===== src/rtl/kcode_enc_pipe.sv =====
// kcode_enc_pipe: registered multi-lane 8b/10b K-character encoder.
// Each lane encodes one of the 12 legal K-codes using its running disparity
// (RD) and updates that RD. Illegal bytes produce codeword 0 and set out_err.
// An illegal byte leaves the RD unchanged.
// Valid/ready flow control gives 1-cycle latency and 1 beat/clk throughput.
//
// Optional feature: define KCODE_ERR_CNT_EN to enable the saturating illegal-byte
// counter on err_cnt. With the macro undefined, err_cnt is tied to 0.
//
// Ports:
//   clk, rst_n              clock, asynchronous active-low reset
//   in_valid/in_ready       input handshake (in_ready is combinational)
//   in_data   [8*LANES]     K-code bytes, lane i = [8i+7:8i]
//   out_valid/out_ready     output handshake
//   out_data  [10*LANES]    codewords, lane i = [10i+9:10i], bit 9 = a
//   out_err   [LANES]       per-lane illegal-byte flag
//   rd_state  [LANES]       current RD per lane (1 = RD+)
//   err_cnt   [ERR_CNT_W]   saturating illegal-byte count
module kcode_enc_pipe #(
    parameter int unsigned LANES     = 1,
    parameter int unsigned CHAIN     = 0,
    parameter int unsigned ERR_CNT_W = 16
) (
    input  logic                  clk,
    input  logic                  rst_n,
    input  logic                  in_valid,
    output logic                  in_ready,
    input  logic [8*LANES-1:0]    in_data,
    output logic                  out_valid,
    input  logic                  out_ready,
    output logic [10*LANES-1:0]   out_data,
    output logic [LANES-1:0]      out_err,
    output logic [LANES-1:0]      rd_state,
    output logic [ERR_CNT_W-1:0]  err_cnt
);

    localparam int unsigned DW = 10 * LANES;

    // RD- codeword lookup; bit 10 marks a legal K-code.
    function automatic logic [10:0] kcode_lookup(input logic [7:0] b);
        case (b)
            8'h1C:   return {1'b1, 10'b0011110100};
            8'h3C:   return {1'b1, 10'b0011111001};
            8'h5C:   return {1'b1, 10'b0011110101};
            8'h7C:   return {1'b1, 10'b0011110011};
            8'h9C:   return {1'b1, 10'b0011110010};
            8'hBC:   return {1'b1, 10'b0011111010};
            8'hDC:   return {1'b1, 10'b0011110110};
            8'hFC:   return {1'b1, 10'b0011111000};
            8'hF7:   return {1'b1, 10'b1110101000};
            8'hFB:   return {1'b1, 10'b1101101000};
            8'hFD:   return {1'b1, 10'b1011101000};
            8'hFE:   return {1'b1, 10'b0111101000};
            default: return 11'h000;
        endcase
    endfunction

    logic [DW-1:0]     out_data_q, out_data_d;
    logic [LANES-1:0]  out_err_q,  out_err_d;
    logic              out_valid_q, out_valid_d;
    logic [LANES-1:0]  rd_q, rd_d;

    logic [DW-1:0]     enc_data;
    logic [LANES-1:0]  enc_err;
    logic [LANES-1:0]  enc_rd;
    logic              chain_rd;
    logic              lane_rd;
    logic              lane_post;
    logic [10:0]       lut;
    logic [9:0]        lane_cw;
    logic              accept;

    assign in_ready = !out_valid_q || out_ready;
    assign accept   = in_valid && in_ready;

    // Per-lane encode. In chained mode the RD ripples lane 0 -> LANES-1 in one cycle.
    always_comb begin
        enc_data  = '0;
        enc_err   = '0;
        enc_rd    = rd_q;
        chain_rd  = rd_q[0];
        lane_rd   = 1'b0;
        lane_post = 1'b0;
        lut       = '0;
        lane_cw   = '0;
        for (int i = 0; i < int'(LANES); i++) begin
            lane_rd = (CHAIN != 0) ? chain_rd : rd_q[i];
            lut     = kcode_lookup(in_data[8*i +: 8]);
            if (lut[10]) begin
                lane_cw   = lane_rd ? ~lut[9:0] : lut[9:0];
                // Unbalanced codewords (popcount != 5) flip the disparity.
                lane_post = lane_rd ^ ($countones(lut[9:0]) != 5);
            end else begin
                lane_cw   = 10'h000;
                lane_post = lane_rd;
            end
            enc_data[10*i +: 10] = lane_cw;
            enc_err[i]           = ~lut[10];
            enc_rd[i]            = lane_post;
            chain_rd             = lane_post;
        end
        if (CHAIN != 0) begin
            enc_rd = {LANES{chain_rd}};
        end
    end

    // Output register / RD next state: load on accept, clear valid on drain.
    always_comb begin
        out_data_d  = out_data_q;
        out_err_d   = out_err_q;
        out_valid_d = out_valid_q;
        rd_d        = rd_q;
        if (accept) begin
            out_data_d  = enc_data;
            out_err_d   = enc_err;
            out_valid_d = 1'b1;
            rd_d        = enc_rd;
        end else if (out_ready) begin
            out_valid_d = 1'b0;
        end
    end

    always_ff @(posedge clk or negedge rst_n) begin
        if (!rst_n) begin
            out_data_q  <= '0;
            out_err_q   <= '0;
            out_valid_q <= 1'b0;
            rd_q        <= '0;
        end else begin
            out_data_q  <= out_data_d;
            out_err_q   <= out_err_d;
            out_valid_q <= out_valid_d;
            rd_q        <= rd_d;
        end
    end

    assign out_data  = out_data_q;
    assign out_err   = out_err_q;
    assign out_valid = out_valid_q;
    assign rd_state  = rd_q;

`ifdef KCODE_ERR_CNT_EN
    // Sum is 4 bits wider than the counter so one beat (<= 8 errors) cannot wrap.
    localparam int unsigned SUM_W = ERR_CNT_W + 4;

    logic [ERR_CNT_W-1:0] err_cnt_q, err_cnt_d;
    logic [SUM_W-1:0]     err_sum;

    always_comb begin
        err_sum   = SUM_W'(err_cnt_q) + SUM_W'($countones(enc_err));
        err_cnt_d = err_cnt_q;
        if (accept) begin
            if (err_sum[SUM_W-1:ERR_CNT_W] != '0) begin
                err_cnt_d = '1;
            end else begin
                err_cnt_d = err_sum[ERR_CNT_W-1:0];
            end
        end
    end

    always_ff @(posedge clk or negedge rst_n) begin
        if (!rst_n) begin
            err_cnt_q <= '0;
        end else begin
            err_cnt_q <= err_cnt_d;
        end
    end

    assign err_cnt = err_cnt_q;
`else
    assign err_cnt = '0;
`endif

endmodule


===== config.mk =====
export PLATFORM = sky130hd
export DESIGN_NAME = kcode_enc_pipe
export DESIGN_NICKNAME = d
export VERILOG_FILES = /design/src/rtl/kcode_enc_pipe.sv
export SDC_FILE = /design/constraint.sdc
export NUM_CORES = 1
export LEC_CHECK = 0
export ABC_AREA = 1
export CAP_MARGIN = 30
export CORE_MARGIN = 2
export CORE_UTILIZATION = 41
export DETAILED_ROUTE_END_ITERATION = 6
export PLACE_DENSITY = 0.77
export REMOVE_ABC_BUFFERS = 1
export SYNTH_ARGS = -nofsm -noshare
export SYNTH_HDL_FRONTEND = slang
export SYNTH_SLANG_ARGS = --single-unit
export TNS_END_PERCENT = 100

===== constraint.sdc =====
create_clock -name clk -period 1.1 [get_ports clk]
set_clock_uncertainty 0.1 [all_clocks]
set_input_delay 0.22 -clock clk [delete_from_list [all_inputs] [get_ports clk]]
set_output_delay 0.22 -clock clk [all_outputs]
set_load 0.02 [all_outputs]

==> results of run 1 <==
kinds of logic after synthesis:
family                     synth area share, %
AOI/OAI and AO/OA                         4.48
buffers and inverters                     19.1
adders and majority gates                 11.5
xor gates and xnor gates                  2.92
other                                    0.312
DFF                                       27.1
and+or+nand+nor                           34.7
critical path: cells and delay by family:
family / cells / cell delay (ps)
simple gates: 9 / 700
buf+inv: 24 / 2700
flip-flops by register name, indices dropped and copies added (netlist names):
signal	count
rd_state	1
out_valid	1
out_data	10
out_err	1
power breakdown:
group	total [mW]	internal [mW]	leakage [nW]	switching, mW
logic	1.08	0.496	1.16	0.580
clock network	0.327	0.141	0.0150	0.186
registers	0.564	0.523	0.170	0.0412
final timing paths:
check                            start     endpoint  slack, ps  cells after the start
setup reg to reg             out_valid  out_data[8]       -210                      7
setup / recovery            in_data[3]  out_data[3]      -2380                     33
min in group clk             out_ready    out_valid        260                      4
hold reg to reg            out_data[6]  out_data[6]        440                      2
max in group asynchronous        rst_n  out_data[9]        590                      2
hold / removal                   rst_n      out_err        120                      2
metal layers:
| metal | GRT usage, % | vias to the layer above |
|---|---|---|
| met5 | 0 | - |
| met4 | 20.9 | 0 |
| met3 | 6.70 | 37 |
| met2 | 56.2 | 140 |
| met1 | 36.2 | 758 |
| li1 | - | 673 |
what timing repair did:
action                     CTS  global route
setup buffers               62            14
pin swaps                   29            26
setup endpoints to repair   26            26
resized for setup          191            48
stage by stage:
stage,TNS (ps),util [%],hold WS [ps]
5_1_grt,-9660,86.6,128
2_1_floorplan,-7510,-,-176
6_report,-8780,86.6,115
3_3_place_gp,-14650,57.6,365
4_1_cts,-8790,81.7,126
3_5_place_dp,-15160,57.6,368
final cells by class:
type	instances	area [µm²]	share of cell area, %
timing repair buffer	102	963	40.0
multi-input combinational	125	953	39.6
sequential	13	325	13.5
inverter	24	103	4.26
tap	31	38.8	1.61
clock buffer	4	26.3	1.09
cell usage in the layout (no fill, tap or decap), types with 3 or more instances in the layout:
cell,synthesis,final
inv_1,22,11
nand2_2,4,15
clkbuf_4,0,3
buf_6,1,45
o21ai_2,1,3
nand2_1,51,31
nand3_1,11,4
nand2_4,1,10
conb_1,1,16
buf_4,17,51
xor2_2,0,4
inv_4,0,3
nor2_1,10,4
buf_8,0,3
dfrtp_1,13,13
fa_1,5,5
nand3_4,0,3
nor2_4,3,5
inv_2,1,8
o21ai_1,1,4
nand3_2,1,5
nor2_2,0,4
cells in the mapped netlist (2+ instances only):
cell type  instances
nor2_1            10
xor2_1             4
nand3b_1           2
dfrtp_1           13
nand2_2            4
nand2_1           51
ha_1               3
buf_4             17
inv_1             22
fa_1               5
nand3_1           11
nand4_1            2
o21ai_0            7
nor2_4             3
==> reports/metrics.yaml, run 1 <==
synthesis:
  ys_warn_count: 0
  yosysTopAreaCell: "dfrtp_1"
  ys_top_cells_by_area: "dfrtp_1, nand2_1, buf_4"
  postSynthAreaPerCell_um2: 7.28
  syn_inst: 165
  ys_ff_latch: 13
  yosysSeqAreaShare_pct: 27.1
  synth-edff-count: 0
  synth.cell_area_um2: 1200
  synth-async-reset-ratio_pct: 100
  synth_ff_type: "dfrtp_1"
  synth_cell_types: 25
  synth_top_area_share_pct: 27.1
run:
  maxCapViolCount: 0
grt:
  grt_first_pass_wirelength_um: 8120
  gr-total-overflow: 0
  grt_usage_pct: 32.6
  grt_pass1_vias: 1678
  grt_max_degree: 14
  grt_antenna_before_repair: 0
cts:
  cts_buffers: 3
  postCtsHoldBufs: 0
  cts_tree: "yes"
  cts_max_level: 1
  cts_buffer_depth: 2
  clk_pin_slew_ps: 100
  cts.sinks: 13
  clk_latency_ps: 300
  cts_root_buf: "clkbuf_4"
critical_path:
  cpMaxStageDelayCell: "buf_4"
  crit_arrival_ps: 3620
  cp_common_cell: "buf_4"
  start_kind: "primary input"
  critical_path_required_ps: 1240
  critical-path-max-stage-delay_ps: 140
  crit_fanout: 3
  end_kind: "register"
  critPathKind: "primary input to register"
sta:
  hold_viol: 0
  setup_viol: 26
  rsz0062_at_grt: "yes"
  max_freq_mhz: 287
  period_share_pct: 316
  setup_slack_ps: -2380
  drv_slew: 0
  finalCriticalPeriod_ps: 3480
drt:
  wl_met1_um: 2040
  top_layer: "met4"
  drcViolationCount: 0
  drt-initial-drc-count: 87
  wl_met2_um: 2720
  met3_wirelength_um: 549
  vias: 1608
  drt-total-wl_um: 5690
  vias_per_cell: 5.38
  routedWlPerCell_um: 19.0
  ant_nets: 0
  drt_pass1_iterations: 4
floorplan:
  fp.dieH_um: 58.1
  fp.dieW_um: 58.1
  core-area_um2: 2780
  ioPinCount: 42
  rows: 19
  initial_utilization_pct: 43.2
  fp.dieArea_um2: 3380
placement:
  dpl.hpwl_um: 2010
  placed_cells: 244
  place_area_um2: 1600
  gp_congestion: 0.842
  place_ws_ps: -3050
  io_buffers: 25
finish:
  design_area_um2: 2410
  num_antenna_cells: 0
  fill_cells: 137
  nNetsFinal: 289
  area_growth_pct: 101
  fin_cells: 299
  final_layout_size_suffix_gt1_share_pct: 62.3
power:
  vdd_drop_max_v: 0.00122
  total_power_mw: 1.97
  p_leak_nw: 1.34
  power_density_nw_per_um2: 816
outcome:
  outcome: "finished with violations"
  violations: "setup timing"
worst_hold_path:
  hp-class: "primary input to async pin"
Note: power is estimated with default switching activity, not from simulation.
==> run 2, diff against run 1 <==
Clock period 1.1 ns to 3 ns, I/O delays scaled along.
==> reports/metrics.yaml, run 2 (synthesis results as in run 1) <==
outcome:
  outcome: "finished with violations"
  violations: "setup timing"
cts:
  clk_latency_ps: 280  # -20 ps
  cts_buffers: 3  # unchanged
  cts.sinks: 13  # unchanged
  cts_max_level: 1  # unchanged
  cts_root_buf: "clkbuf_4"
  cts_tree: "yes"
  cts_buffer_depth: 2  # unchanged
  clk_pin_slew_ps: 90  # about the same
  postCtsHoldBufs: 0  # unchanged
critical_path:
  crit_chain: "buf_6, inv_2, nor2_1, buf_4, nand2_2, nand2_2, nand2_2, inv_2, fa_1, inv_2, fa_1, fa_1, inv_2, ha_4, inv_2, fa_1, nand2_1, inv_2, nand3_2, nand2_1, nand2_1, nand2_1, o21ai_1"
  r2r_end: "out_data[8]"
  crit_fanout: 3  # unchanged
  critPathKind: "primary input to register"
  critical-path-max-stage-delay_ps: 580  # +440 ps
  critical_path_required_ps: 3060  # +1820 ps
  r2r_slack_ps: 1410  # +1620 ps
  cp_common_cell: "inv_2"
  r2r_start: "rd_state"
  cpMaxStageDelayCell: "fa_1"
  crit_arrival_ps: 3910  # +290 ps
  ff2ff_path_depth: 3  # -4
  end_kind: "register"
  start_kind: "primary input"
drt:
  ant_nets: 0  # unchanged
  routedWlPerCell_um: 12.1  # -36%
  drt-initial-drc-count: 65  # -25%
  drt-total-wl_um: 3030  # -47%
  drt_pass1_iterations: 4  # unchanged
  vias: 1195  # -26%
  vias_per_cell: 4.78  # -11%
  drcViolationCount: 0  # unchanged
floorplan:
  core-area_um2: 2780  # unchanged
  fp.dieW_um: 58.1  # unchanged
  ioPinCount: 42  # unchanged
  rows: 19  # unchanged
  initial_utilization_pct: 43.2  # unchanged
  fp.dieArea_um2: 3380  # unchanged
  fp.dieH_um: 58.1  # unchanged
power:
  power_density_nw_per_um2: 310  # -62%
  p_sw_uw: 209  # -74%
  p_int_uw: 334  # -71%
  swShare_pct: 38.5  # -2.5 points
  pwr-share-seq_pct: 39.9  # +11 points
  power_frac_comb_pct: 40.1  # -15 points
  p_leak_nw: 0.965  # -28%
  clkPwrFrac_pct: 20.0  # +3.4 points
  vdd_drop_max_v: 0.000398  # -67%
sta:
  finalCriticalPeriod_ps: 3850
  setup_viol: 1  # -96%
  whs_ps: 388  # +273 ps
  rsz0062_at_grt: "yes"
  slew_headroom_pct: 58.7
  worstMarginPinSlew_ps: 618
  hold_viol: 0  # unchanged
  drv_slew: 0  # unchanged
  max_freq_mhz: 260
  period_share_pct: 128
  setup_slack_ps: -851  # +1530 ps
grt:
  grt_usage_pct: 17.8  # -15 points
  gr-total-overflow: 0  # unchanged
  grt_antenna_before_repair: 0  # unchanged
  grt-busiest-layer: "met2"
  grt_use_met3_pct: 2.90  # -3.8 points
  grt_max_degree: 15  # +1
  grtUsageMet1_pct: 20.7  # -16 points
  grt_first_pass_wirelength_um: 4690  # -42%
  grtUsageMet2_pct: 33.3  # -23 points
  grt_pass1_vias: 1149  # -32%
finish:
  area_growth_pct: 45.7
  nNetsFinal: 240  # -17%
  fill_cells: 225  # +64%
  design_area_um2: 1750  # -27%
  final_layout_size_suffix_gt1_share_pct: 34.7  # -28 points
  final_cell_mix: "nand2_1, buf_4, clkdlybuf4s50_1"
  layout_commonest_cell: "nand2_1"
  largest_reg_flops: 10  # unchanged
  num_antenna_cells: 0  # unchanged
worst_hold_path:
  hp-class: "register to register"
  hold_path_end: "out_data[7]"
  hp-start: "out_data[7]"
  hold-path-cell-count: 2
placement:
  dpl.hpwl_um: 1880  # -6.4%
  gp_congestion: 0.780  # -7.4%
  place_area_um2: 1520  # -5.2%
  place_ws_ps: -1540  # +1510 ps
  io_buffers: 25  # unchanged
run:
  maxCapViolCount: 0  # unchanged
==> run 2: cell types whose count changed in the layout (fill, tap and decap cells not counted), moves of 5 or more <==
cell / change
o21ai_0: +6
buf_6: -36
buf_4: -26
nand2_1: +7
nand2_4: -5
clkdlybuf4s50_1: +15
nand3_1: +6
nor2_1: +5
==> run 2: through the flow <==
stage	util, %	power (mW)	instances	setup TNS [ps]
floorplan	-	0.329	162	-960
global placement	54.7	0.409	233	-1490
detailed placement	54.7	0.412	233	-1540
CTS	60.7	0.531	247	-765
global route	62.9	0.583	250	-1010
finish	62.9	0.542	250	-851
==> run 2: how the worst max path moves through the flow <==
stage | startpoint | end | slack [ps]
finish | in_data[6] | rd_state | -850
global route | in_data[1] | rd_state | -1010
floorplan | in_data[6] | rd_state | -960
global placement | in_data[7] | rd_state | -1490
detailed placement | in_data[3] | rd_state | -1540
CTS | in_data[2] | rd_state | -770
==> run 2: timing repair <==
action                                  CTS  global route
gates resized for setup                  66            12
endpoints found under the setup margin    1             1
pin swaps                                20            13
buffers inserted                         10             3
==> run 2: final cells by class <==
cell class / instances / area (µm²) / share of cell area [%]
clock buffer: 4 / 26.3 / 1.50
inverter: 24 / 90.1 / 5.15
multi-input combinational: 125 / 781 / 44.6
sequential: 13 / 325 / 18.6
tap: 31 / 38.8 / 2.22
timing repair buffer: 53 / 489 / 27.9
==> run 2: worst max-delay path: cells and delay by family <==
family / cells / cell delay [ps]
compound gates: 1 / 70
simple gates: 9 / 520
fa+ha+maj: 5 / 2150
buf+inv: 8 / 550
==> run 2: power by group through the flow <==
stage	clock network [mW]	registers, mW	logic, mW
global route	0.126	0.219	0.238
detailed placement	0	0.219	0.193
CTS	0.109	0.216	0.206
global placement	0	0.219	0.190
finish	0.109	0.216	0.217
floorplan	0	0.235	0.0938
==> run 2: per-layer routing <==
layer,vias to the layer above,routed length (µm)
met4,0,65
met2,47,1580
li1,583,-
met3,10,144
met5,-,0
met1,555,1230
